$ cat config.mk
export PLATFORM = sky130hd
export DESIGN_NAME = fifo_stream_out
export DESIGN_NICKNAME = d
export VERILOG_FILES = /design/src/rtl/fifo_stream_pkg.sv /design/src/rtl/stream_skid2.sv /design/src/rtl/fifo_stream_out.sv
export SDC_FILE = /design/constraint.sdc
export NUM_CORES = 1
export LEC_CHECK = 0
export ABC_AREA = 0
export CORE_MARGIN = 1
export CORE_UTILIZATION = 52
export DETAILED_ROUTE_END_ITERATION = 7
export GPL_TIMING_DRIVEN = 0
export PLACE_DENSITY = 0.81
export SLEW_MARGIN = 30
export SYNTH_ARGS = -nofsm -noshare
export SYNTH_HDL_FRONTEND = slang
export SYNTH_SLANG_ARGS = --single-unit
$ cat constraint.sdc
create_clock -name clk -period 3.51 [get_ports clk]
set_input_delay 0.5265 -clock clk [delete_from_list [all_inputs] [get_ports clk]]
set_output_delay 0.5265 -clock clk [all_outputs]
set_load 0.03 [all_outputs]
$ cat src/rtl/fifo_stream_pkg.sv
// rtl/fifo_stream_pkg.sv - shared types for the FIFO read-side stream adapter
package fifo_stream_pkg;
   typedef enum logic [1:0] {
      ST_EMPTY = 2'd0,
      ST_ONE   = 2'd1,
      ST_TWO   = 2'd2
   } state_t;

   localparam int CNT_W = 16;
endpackage

$ cat src/rtl/stream_skid2.sv
// rtl/stream_skid2.sv - two-entry registered buffer between a fill port and a valid/ready stream
module stream_skid2
   import fifo_stream_pkg::*;
#(
   parameter int WIDTH = 32
) (
   input  logic             clk,
   input  logic             rst,
   input  logic [WIDTH-1:0] in_data,
   input  logic             in_valid,
   output logic             in_space,
   output logic [WIDTH-1:0] out_data,
   output logic             out_valid,
   input  logic             out_ready
);
   state_t           state_q;
   logic [WIDTH-1:0] head_q;
   logic [WIDTH-1:0] tail_q;
   logic             valid_q;
   logic             take;

   assign take      = valid_q && out_ready;
   assign in_space  = (state_q != ST_TWO);
   assign out_data  = head_q;
   assign out_valid = valid_q;

   // Head always feeds the consumer; tail only ever catches the word popped during a stall.
   always_ff @(posedge clk or posedge rst) begin
      if (rst) begin
         state_q <= ST_EMPTY;
         head_q  <= '0;
         tail_q  <= '0;
         valid_q <= 1'b0;
      end else begin
         case (state_q)
            ST_EMPTY: begin
               if (in_valid) begin
                  head_q  <= in_data;
                  valid_q <= 1'b1;
                  state_q <= ST_ONE;
               end
            end
            ST_ONE: begin
               if (in_valid && take) begin
                  head_q <= in_data;
               end else if (in_valid) begin
                  tail_q  <= in_data;
                  state_q <= ST_TWO;
               end else if (take) begin
                  valid_q <= 1'b0;
                  state_q <= ST_EMPTY;
               end
            end
            ST_TWO: begin
               if (take) begin
                  head_q  <= tail_q;
                  state_q <= ST_ONE;
               end
            end
            default: begin
               state_q <= ST_EMPTY;
               valid_q <= 1'b0;
            end
         endcase
      end
   end
endmodule

$ cat src/rtl/fifo_stream_out.sv
// rtl/fifo_stream_out.sv - drains a show-ahead FIFO read port into a framed, registered stream
module fifo_stream_out
   import fifo_stream_pkg::*;
#(
   parameter int WIDTH   = 32,
   parameter int PKT_LEN = 16
) (
   input  logic             clk,
   input  logic             rst,
   input  logic [WIDTH-1:0] fifo_data,
   input  logic             fifo_empty,
   output logic             fifo_pop,
   output logic [WIDTH-1:0] m_data,
   output logic             m_valid,
   input  logic             m_ready,
   output logic             m_last,
   output logic [CNT_W-1:0] pkt_cnt
);
   localparam logic [CNT_W-1:0] LAST_BEAT = CNT_W'(PKT_LEN - 1);

   logic             in_space;
   logic             take;
   logic             valid_next;
   logic [CNT_W-1:0] beat_q;
   logic [CNT_W-1:0] beat_d;
   logic             last_q;
   logic [CNT_W-1:0] pkt_cnt_q;

   // Pop depends only on buffer occupancy, never on m_ready.
   assign fifo_pop = !rst && !fifo_empty && in_space;
   assign take     = m_valid && m_ready;

   stream_skid2 #(.WIDTH(WIDTH)) u_skid (
      .clk      (clk),
      .rst      (rst),
      .in_data  (fifo_data),
      .in_valid (fifo_pop),
      .in_space (in_space),
      .out_data (m_data),
      .out_valid(m_valid),
      .out_ready(m_ready)
   );

   // Mirror of the buffer's next m_valid so m_last can be registered alongside it.
   assign valid_next = fifo_pop || (m_valid && (!take || !in_space));

   always_comb begin
      beat_d = beat_q;
      if (take) begin
         beat_d = (beat_q == LAST_BEAT) ? '0 : beat_q + 1'b1;
      end
   end

   always_ff @(posedge clk or posedge rst) begin
      if (rst) begin
         beat_q    <= '0;
         last_q    <= 1'b0;
         pkt_cnt_q <= '0;
      end else begin
         beat_q <= beat_d;
         last_q <= valid_next && (beat_d == LAST_BEAT);
         if (take && last_q) begin
            pkt_cnt_q <= pkt_cnt_q + 1'b1;
         end
      end
   end

   assign m_last  = last_q;
   assign pkt_cnt = pkt_cnt_q;
endmodule

# Word level (Yosys, flattened, before mapping)
# Index checks and enable logic that the tools add are counted.
op_classes:
  add_sub_neg: 2
  n_eq_ne: 12
  mux: 17
  bitwise: 2
  reduce_logical: 19
op_table:
  columns: ["cell", "n"]
  rows:
  - ["$mux W32", 3]
  - ["$pmux W32 S3", 1]
  - ["$add A16 B1 Y16 const B", 2]
  - ["$eq A16 B4 Y1 const B", 2]
  - ["$mux W16", 2]
  - ["$ne A2 B2 Y1 const B", 6]
  - ["$mux W2", 5]
  - ["$reduce_and A4 Y1", 2]
  - ["$logic_and A1 B1 Y1", 7]
  - ["$pmux W2 S3", 1]
  - ["$reduce_and A5 Y1", 1]
  - ["$logic_not A1 Y1", 4]
  - ["$mux W1", 4]
  - ["$ne A3 B3 Y1 const B", 1]
  - ["$pmux W1 S3", 1]
  - ["$reduce_and A3 Y1", 1]
  - ["$reduce_bool A3 Y1", 1]
  - ["$eq A2 B1 Y1 const B", 1]
  - ["$eq A2 B2 Y1 const B", 1]
  - ["$logic_not A2 Y1", 1]
  - ["$logic_or A1 B1 Y1", 2]
  - ["$ne A2 B1 Y1 const B", 1]
  - ["$not A1 Y1", 2]
totals:
  ff_bits: 100
  inputBits: 36
  output_inout_bits: 51
  wordCells: 59

# Depth between registers and ports, before layout
# Gate-level depths: netlist (run 1).
depth:
  depth_word: 6
  depth_mapped: 7
  ltp_nobuf: 6

# Modules after synthesis
# A second synthesis (run 1) with hierarchy kept.
unflattened:
  cells_unflattened: 354
  area_unflattened_um2: 4897.2
modules_own_cells:
  columns: ["mod", "instances", "cells_each", "area_each_um2", "seq_area_each_um2"]
  rows:
  - ["stream_skid2", 1, 192, 3255.6, 1676.6]
  - ["fifo_stream_out", 1, 162, 1641.6, 825.8]

# Worst setup path before layout (run 1)
# OpenSTA, ideal clock, no wires.
synth_timing:
  path_type: "register -> register"
  from: "register u_skid.state_q[1]"
  to: "register last_q, in the netlist m_last"
  setup_time_ns: 0.111
  arrival_ns: 2.024
  required_ns: 3.399
  slack_ns: 1.375
  path_stages_with_launch: 7
  n_path_buf: 1
  synth_period_minus_slack_ns: 2.135
  path_cell_list: "dfrtp_1 nor2b_1 buf_2 nor3_1 o2bb2a_1 nand4_1 a2111oi_2"
synth_between:
  elab_cells_between_ends: 7
  cone_classes: "eq/ne (1); reduce/logical (6)"
synth_rtl:
  columns: ["element", "line_no", "source"]
  rows:
  - ["start, declared", "stream_skid2.sv:16", "state_t state_q;"]
  - ["start signal, assigned", "stream_skid2.sv:30", "state_q <= ST_EMPTY;"]
  - ["start signal, assigned", "stream_skid2.sv:40", "state_q <= ST_ONE;"]
  - ["start signal, assigned", "stream_skid2.sv:48", "state_q <= ST_TWO;"]
  - ["$ne A2 B2 Y1", "stream_skid2.sv:23", "assign in_space = (state_q != ST_TWO);"]
  - ["$logic_and A1 B1 Y1", "fifo_stream_out.sv:30", "assign fifo_pop = !rst && !fifo_empty && in_space;"]
  - ["net fifo_pop", "fifo_stream_out.sv:12", "output logic fifo_pop,"]
  - ["$logic_or A1 B1 Y1", "fifo_stream_out.sv:45", "assign valid_next = fifo_pop || (m_valid && (!take || !in_space));"]
  - ["$logic_and A1 B1 Y1", "fifo_stream_out.sv:61", "last_q <= valid_next && (beat_d == LAST_BEAT);"]
  - ["end signal, assigned", "fifo_stream_out.sv:61", null]
  - ["end, declared", "fifo_stream_out.sv:26", "logic last_q;"]
# The timed path passes the listed nets, and every way through them passes these cells.
# A chain may end at the register's enable or synchronous reset.

# Final worst setup path (run 1)
layout_timing:
  from: "input rst"
  to: "output fifo_pop"
layout_between:
  elab_chain_cells: 3
layout_rtl:
  columns: ["element", "line_no", "source"]
  rows:
  - ["start, declared", "fifo_stream_out.sv:9", "input logic rst,"]
  - ["$logic_not A1 Y1 (no line)", null, null]
  - ["$logic_and A1 B1 Y1 (2 in series)", "fifo_stream_out.sv:30", null]
  - ["end, declared", "fifo_stream_out.sv:12", null]
# Every way passes these cells.

==> qor.txt, run 1 <==
Status = finished clean
Min-Delay Startpoint = pkt_cnt[15]
Maximum clock rate = 376 MHz
Vias in the first global route = 3,284
Vias per cell = 5.49
Final setup vio count = 0
Drc violations = 0
Root Driver = clkbuf_8
Final antenna diode count = 0
Clock Path Buffers = 2
Area share of fa/ha/maj cells after synthesis = 0.00551
Dpl ws = 0.689 ns
Critical Path Start Type = input pin
CTS Buf Count = 9
Min-delay worst type = flop to flop
Flop-to-flop setup slack = 1.29 ns
Clock skew = 0.00827 ns
Area delta synth->final = 26.8%
WL per Instance = 15.5 µm
Reg2Reg Depth = 6
Non-filler cells, final = 607
CP endpoint kind = output port
Seq/Total Area, Yosys = 0.551
Row cnt = 33
Cts repair resizes = 0
Min setup slack post-route = 0.848 ns
Synth Net Count = 437
Delay-heaviest family, CP = buffers and inverters
# H-tree levels = 3
RSZ-0062 raised after global routing = no
GRT Total Usage = 0.223
Largest family of logic cells by synthesized area = multiplexers
Mean Syn Cell Area = 11.4 µm²
Input/output buffers = 86
Most frequent cells in the layout = dfrtp_1, clkdlybuf4s50_1, nor2_1, a21oi_1, mux2_2
Slew HR = 0.489
Most frequent CP cell = clkdlybuf4s50_1
First-pass GRT wire length = 15.6 mm
Hold Path Depth = 1
Clock Sinks = 100
Post-layout util = 0.691
Leading area contributor after synthesis = dfrtp_1
Nets@finish = 535
CP max FO = 5
Period utilization = 0.758
Iteration-0 DRC count of the detailed router = 119
Netlist cell types = 41
Max cap viols = 0
Total Power = 4.33 mW
Hpwl dp = 6.58 mm
Mux contribution to synthesized area = 0.162
Final ANT Viol Nets = 0
Critical R2R Launch = beat_q[8]
Simple-gate share of the synthesized area = 0.137
Synth top area share = 0.551
Vias post-DR = 3,335
Initial antenna violation count = 0
Die area = 9120 µm²
Postcts setup bufs = 0
Top cells by area, synth = dfrtp_1, mux2_2, mux2i_1
Total Wirelength = 9.41 mm
Clk slew on worst S/H paths = 0.10 ns
Drt first pass iters = 4
Worst-margin pin slew = 0.766 ns
Synth Area in Compound Gates = 0.0614
Post-synthesis xor/xnor area fraction = 0.0597
Final Hold Viols = 0
Die Y = 95.5 µm
Reg area = 2500 µm²
Cells along the critical path = clkdlybuf4s50_1 -> nor3_1 -> clkdlybuf4s50_1
Min cycle time layout = 2.66 ns
Pin count of the biggest net entering global routing = 54
WP data required = 2.98 ns
Worst Path Buf+Inv = 2
I/O pin cnt = 87
Cell Area, Synth = 4540 µm²
Pleak = 2.40 nW
Filler instances = 634
Footprint of the multi-input gates = 1930 µm²
Die width = 95.5 µm
CP Data Arrival Time = 2.14 ns
CORE AREA = 8340 µm²
Reg2reg end = m_last
Worst-Skew Late Latency = 0.36 ns
Largest stage delay, worst path = 0.73 ns
Share of cells above drive strength 1 = 0.137
Cell Pwr Density = 751 nW/µm²
CP max stage cell = clkdlybuf4s50_1
CTS tree = done
Setup_tns = 0 ns
Cts hold-fix bufs = 0
Commonest non-fill, non-tap cell in the layout = dfrtp_1
Placed cell count = 591
Yosys reg bits = 100
Critical Setup Path Class = input pin to output port
Cells after Synth = 399
Worst VDD drop = 0.445 mV
Ys Warns = 0
Grt total ovfl = 0
Crit path depth = 3
Slew Viols, Final = 0
Starting Density = 0.545
Hold Path End = pkt_cnt[15]
Final Wtd Congestion = 0.856
power by group:
group / internal (mW) / total (mW) / switching (mW)
clock: 0.303 / 0.717 / 0.414
sequential: 1.57 / 1.83 / 0.260
combinational: 0.791 / 1.78 / 0.989
sequential cells by signal (all words and copies together), names as in the netlist:
| register | cells |
|---|---|
| beat_q | 16 |
| m_last | 1 |
| pkt_cnt | 16 |
| u_skid.out_data | 32 |
| u_skid.out_valid | 1 |
| u_skid.state_q | 2 |
| u_skid.tail_q | 32 |
layout make-up:
| cell class | instances | share of cell area |
|---|---|---|
| sequential | 100 | 0.434 |
| multi-input combinational | 273 | 0.335 |
| timing repair buffer | 87 | 0.154 |
| clock buffer | 11 | 0.0263 |
| tap | 105 | 0.0228 |
| buffer | 22 | 0.0167 |
| clock inverter | 5 | 0.00717 |
| inverter | 4 | 0.00347 |
logic make-up after synthesis:
family / after synthesis
buf+inv: 26
xor+xnor: 31
mux: 69
simple gates: 124
flops: 100
fa+ha+maj: 2
compound gates: 47
layer usage:
layer,track usage,wire length [µm],part of all wire,vias up
li1,-,-,-,1596
met1,0.287,4110,0.44,1630
met2,0.368,4670,0.50,96
met3,0.0582,516,0.055,13
met4,0.0697,111,0.012,0
met5,0,0,0,-
worst max path at each step:
stage / slack [ns] / to / start
final: 0.85 / fifo_pop / rst
after global routing: 0.79 / fifo_pop / rst
after floorplan: 0.36 / beat_q[0] / rst
after detailed placement: 0.69 / u_skid.out_data[13] / m_ready
after CTS: 0.85 / fifo_pop / rst
after global placement: -1.16 / u_skid.out_data[20] / rst
through the flow:
stage | instance area, µm² | hold WS, ns
5_1_grt | 5760 | 0.505
3_3_place_gp | 5540 | 0.455
3_5_place_dp | 5570 | 0.461
6_report | 5760 | 0.467
4_1_cts | 5760 | 0.475
2_1_floorplan | 4540 | 0.462
synth_stat cells:
library cell and n:
dfrtp_1 100, nor2_1 45, a21oi_1 35, mux2_2 35
mux2i_1 34, nand2_1 20, xnor2_1 17, nand3_1 15
xor2_1 14, clkbuf_1 13, nand4_1 10, nor3_1 9
buf_2 5, nor4_1 5, inv_1 4, and2_1 3
and3_1 3, buf_1 3, and4_1 2, ha_1 2
nand3_2 2, nor4_2 2, o21ai_0 2, or2_2 2
a2111o_1 1, a2111oi_2 1, a311oi_1 1, a32oi_1 1
buf_6 1, nand2_2 1, nand2b_1 1, nand3b_1 1
nor2b_1 1, nor3_4 1, nor3b_1 1, o21a_1 1
o21ai_2 1, o221ai_1 1, o22ai_1 1, o2bb2a_1 1
o31a_1 1
No activity file was read; power rests on OpenSTA's default activity.
==> inputs of run 2 (changes only) <==
Settings changed: CORE_UTILIZATION 52 to 47, PLACE_DENSITY 0.81 to 0.77.
Clock period 3.51 ns to 2.3 ns, I/O delays scaled along.
==> qor.txt, run 2 (synthesis gave the netlist of run 1 again) <==
Final ANT Viol Nets = 0
Clk slew on worst S/H paths = 0.09 ns
Share of cells above drive strength 1 = 0.153
Initial antenna violation count = 0
Final setup vio count = 0
Drc violations = 0
Grt total ovfl = 0
CTS tree = done
Iteration-0 DRC count of the detailed router = 90
Period utilization = 0.934
Die width = 100 µm
Min cycle time layout = 2.15 ns
Input/output buffers = 86
Total Wirelength = 9.26 mm
Final Hold Viols = 0
Die Y = 100 µm
Clock Path Buffers = 2
Commonest non-fill, non-tap cell in the layout = dfrtp_1
Clock Sinks = 100
Die area = 10,100 µm²
Vias in the first global route = 3,415
Worst-Skew Late Latency = 0.37 ns
I/O pin cnt = 87
Drt first pass iters = 4
# H-tree levels = 3
Nets@finish = 536
Dpl ws = -0.308 ns
GRT Total Usage = 0.198
Starting Density = 0.489
First-pass GRT wire length = 15.7 mm
CP max FO = 10
Critical Path Start Type = input pin
Row cnt = 35
CTS Buf Count = 9
Maximum clock rate = 465 MHz
Area delta synth->final = 29.0%
Pin count of the biggest net entering global routing = 31
Most frequent cells in the layout = dfrtp_1, clkdlybuf4s50_1, nor2_1, a21oi_1, mux2_2
Pleak = 2.45 nW
CP Data Arrival Time = 2.40 ns
Cell Pwr Density = 1120 nW/µm²
Hpwl dp = 6.71 mm
Worst-margin pin slew = 0.769 ns
RSZ-0062 raised after global routing = no
CORE AREA = 9280 µm²
WP data required = 2.55 ns
Clock skew = 0.0184 ns
Flop-to-flop setup slack = 0.19 ns
Slew HR = 0.487
Min-delay worst type = flop to flop
Cts hold-fix bufs = 0
Max cap viols = 0
CP endpoint kind = flop
Slew Viols, Final = 0
Vias per cell = 5.28
Setup_tns = 0 ns
Final Wtd Congestion = 0.857
Final antenna diode count = 0
Root Driver = clkbuf_8
Critical Setup Path Class = input pin to flop
Status = finished clean
WL per Instance = 14.6 µm
Vias post-DR = 3,339
Min setup slack post-route = 0.151 ns
Worst VDD drop = 0.624 mV
-- run 2: changes by cell type in the layout (fill, tap and decap cells not counted) --
cell | before | now
buf_12 | 0 | 1
buf_16 | 1 | 3
buf_4 | 0 | 1
clkbuf_1 | 13 | 6
clkbuf_2 | 0 | 6
clkbuf_8 | 11 | 10
clkdlybuf4s50_1 | 86 | 85
clkinvlp_4 | 2 | 3
dlygate4sd2_1 | 0 | 1
inv_6 | 3 | 1
nor4_2 | 2 | 1
nor4_4 | 0 | 1
-- run 2: final timing paths --
check | start | endpoint | depth (start not counted)
setup / recovery | m_ready | m_last | 7
hold / removal | pkt_cnt[15] | pkt_cnt[15] | 1
setup reg to reg | beat_q[0] | m_last | 6
hold reg to reg | pkt_cnt[15] | pkt_cnt[15] | 1
max in group asynchronous | rst | pkt_cnt[8] | 4
min in group asynchronous | rst | u_skid.out_data[7] | 2
-- run 2: timing repair --
action                                  in CTS  in global routing
endpoints found under the setup margin       1                 33
gates resized for setup                      1                 13
setup buffers                                0                  1
pin swaps                                    0                  0
-- run 2: power by group --
group / switching, mW / internal, mW / leakage, nW
clock: 0.617 / 0.431 / 0.0832
sequential: 0.418 / 2.40 / 1.22
combinational: 1.45 / 1.22 / 1.15
-- run 2: cell type report --
| type | count | area, µm² |
|---|---|---|
| Buffer | 19 | 92.6 |
| Multi-Input combinational cell | 273 | 1940 |
| Fill cell | 781 | 3420 |
| Inverter | 4 | 18.8 |
| Sequential cell | 100 | 2500 |
| Clock buffer | 12 | 145 |
| Clock inverter | 4 | 32.5 |
| Tap cell | 129 | 161 |
| Timing Repair Buffer | 91 | 970 |
-- run 2: critical path, stage by stage --
cell,delay (ns)
clkdlybuf4s50_1,0.63
nand2_2,0.13
buf_6,0.17
nor4_1,0.33
xor2_1,0.15
a2111o_1,0.38
a2111oi_2,0.28
-- run 2: metrics by stage --
step | total power [mW] | instances | util | area [µm²] | hold slack, ns
floorplan | 4.51 | 399 | - | 4550 | 0.462
global placement | 5.43 | 614 | 0.600 | 5570 | 0.454
detailed placement | 5.53 | 618 | 0.611 | 5670 | 0.471
CTS | 6.58 | 634 | 0.630 | 5850 | 0.487
global route | 6.93 | 632 | 0.631 | 5860 | 0.520
finish | 6.54 | 632 | 0.631 | 5860 | 0.480
-- run 2: routing by layer --
layer  GRT usage  wire length (µm)  up-vias
li1            -                 -     1595
met1       0.247              4020     1635
met2       0.339              4590       93
met3      0.0487               496       16
met4      0.0613               144        0
met5           0                 0        -
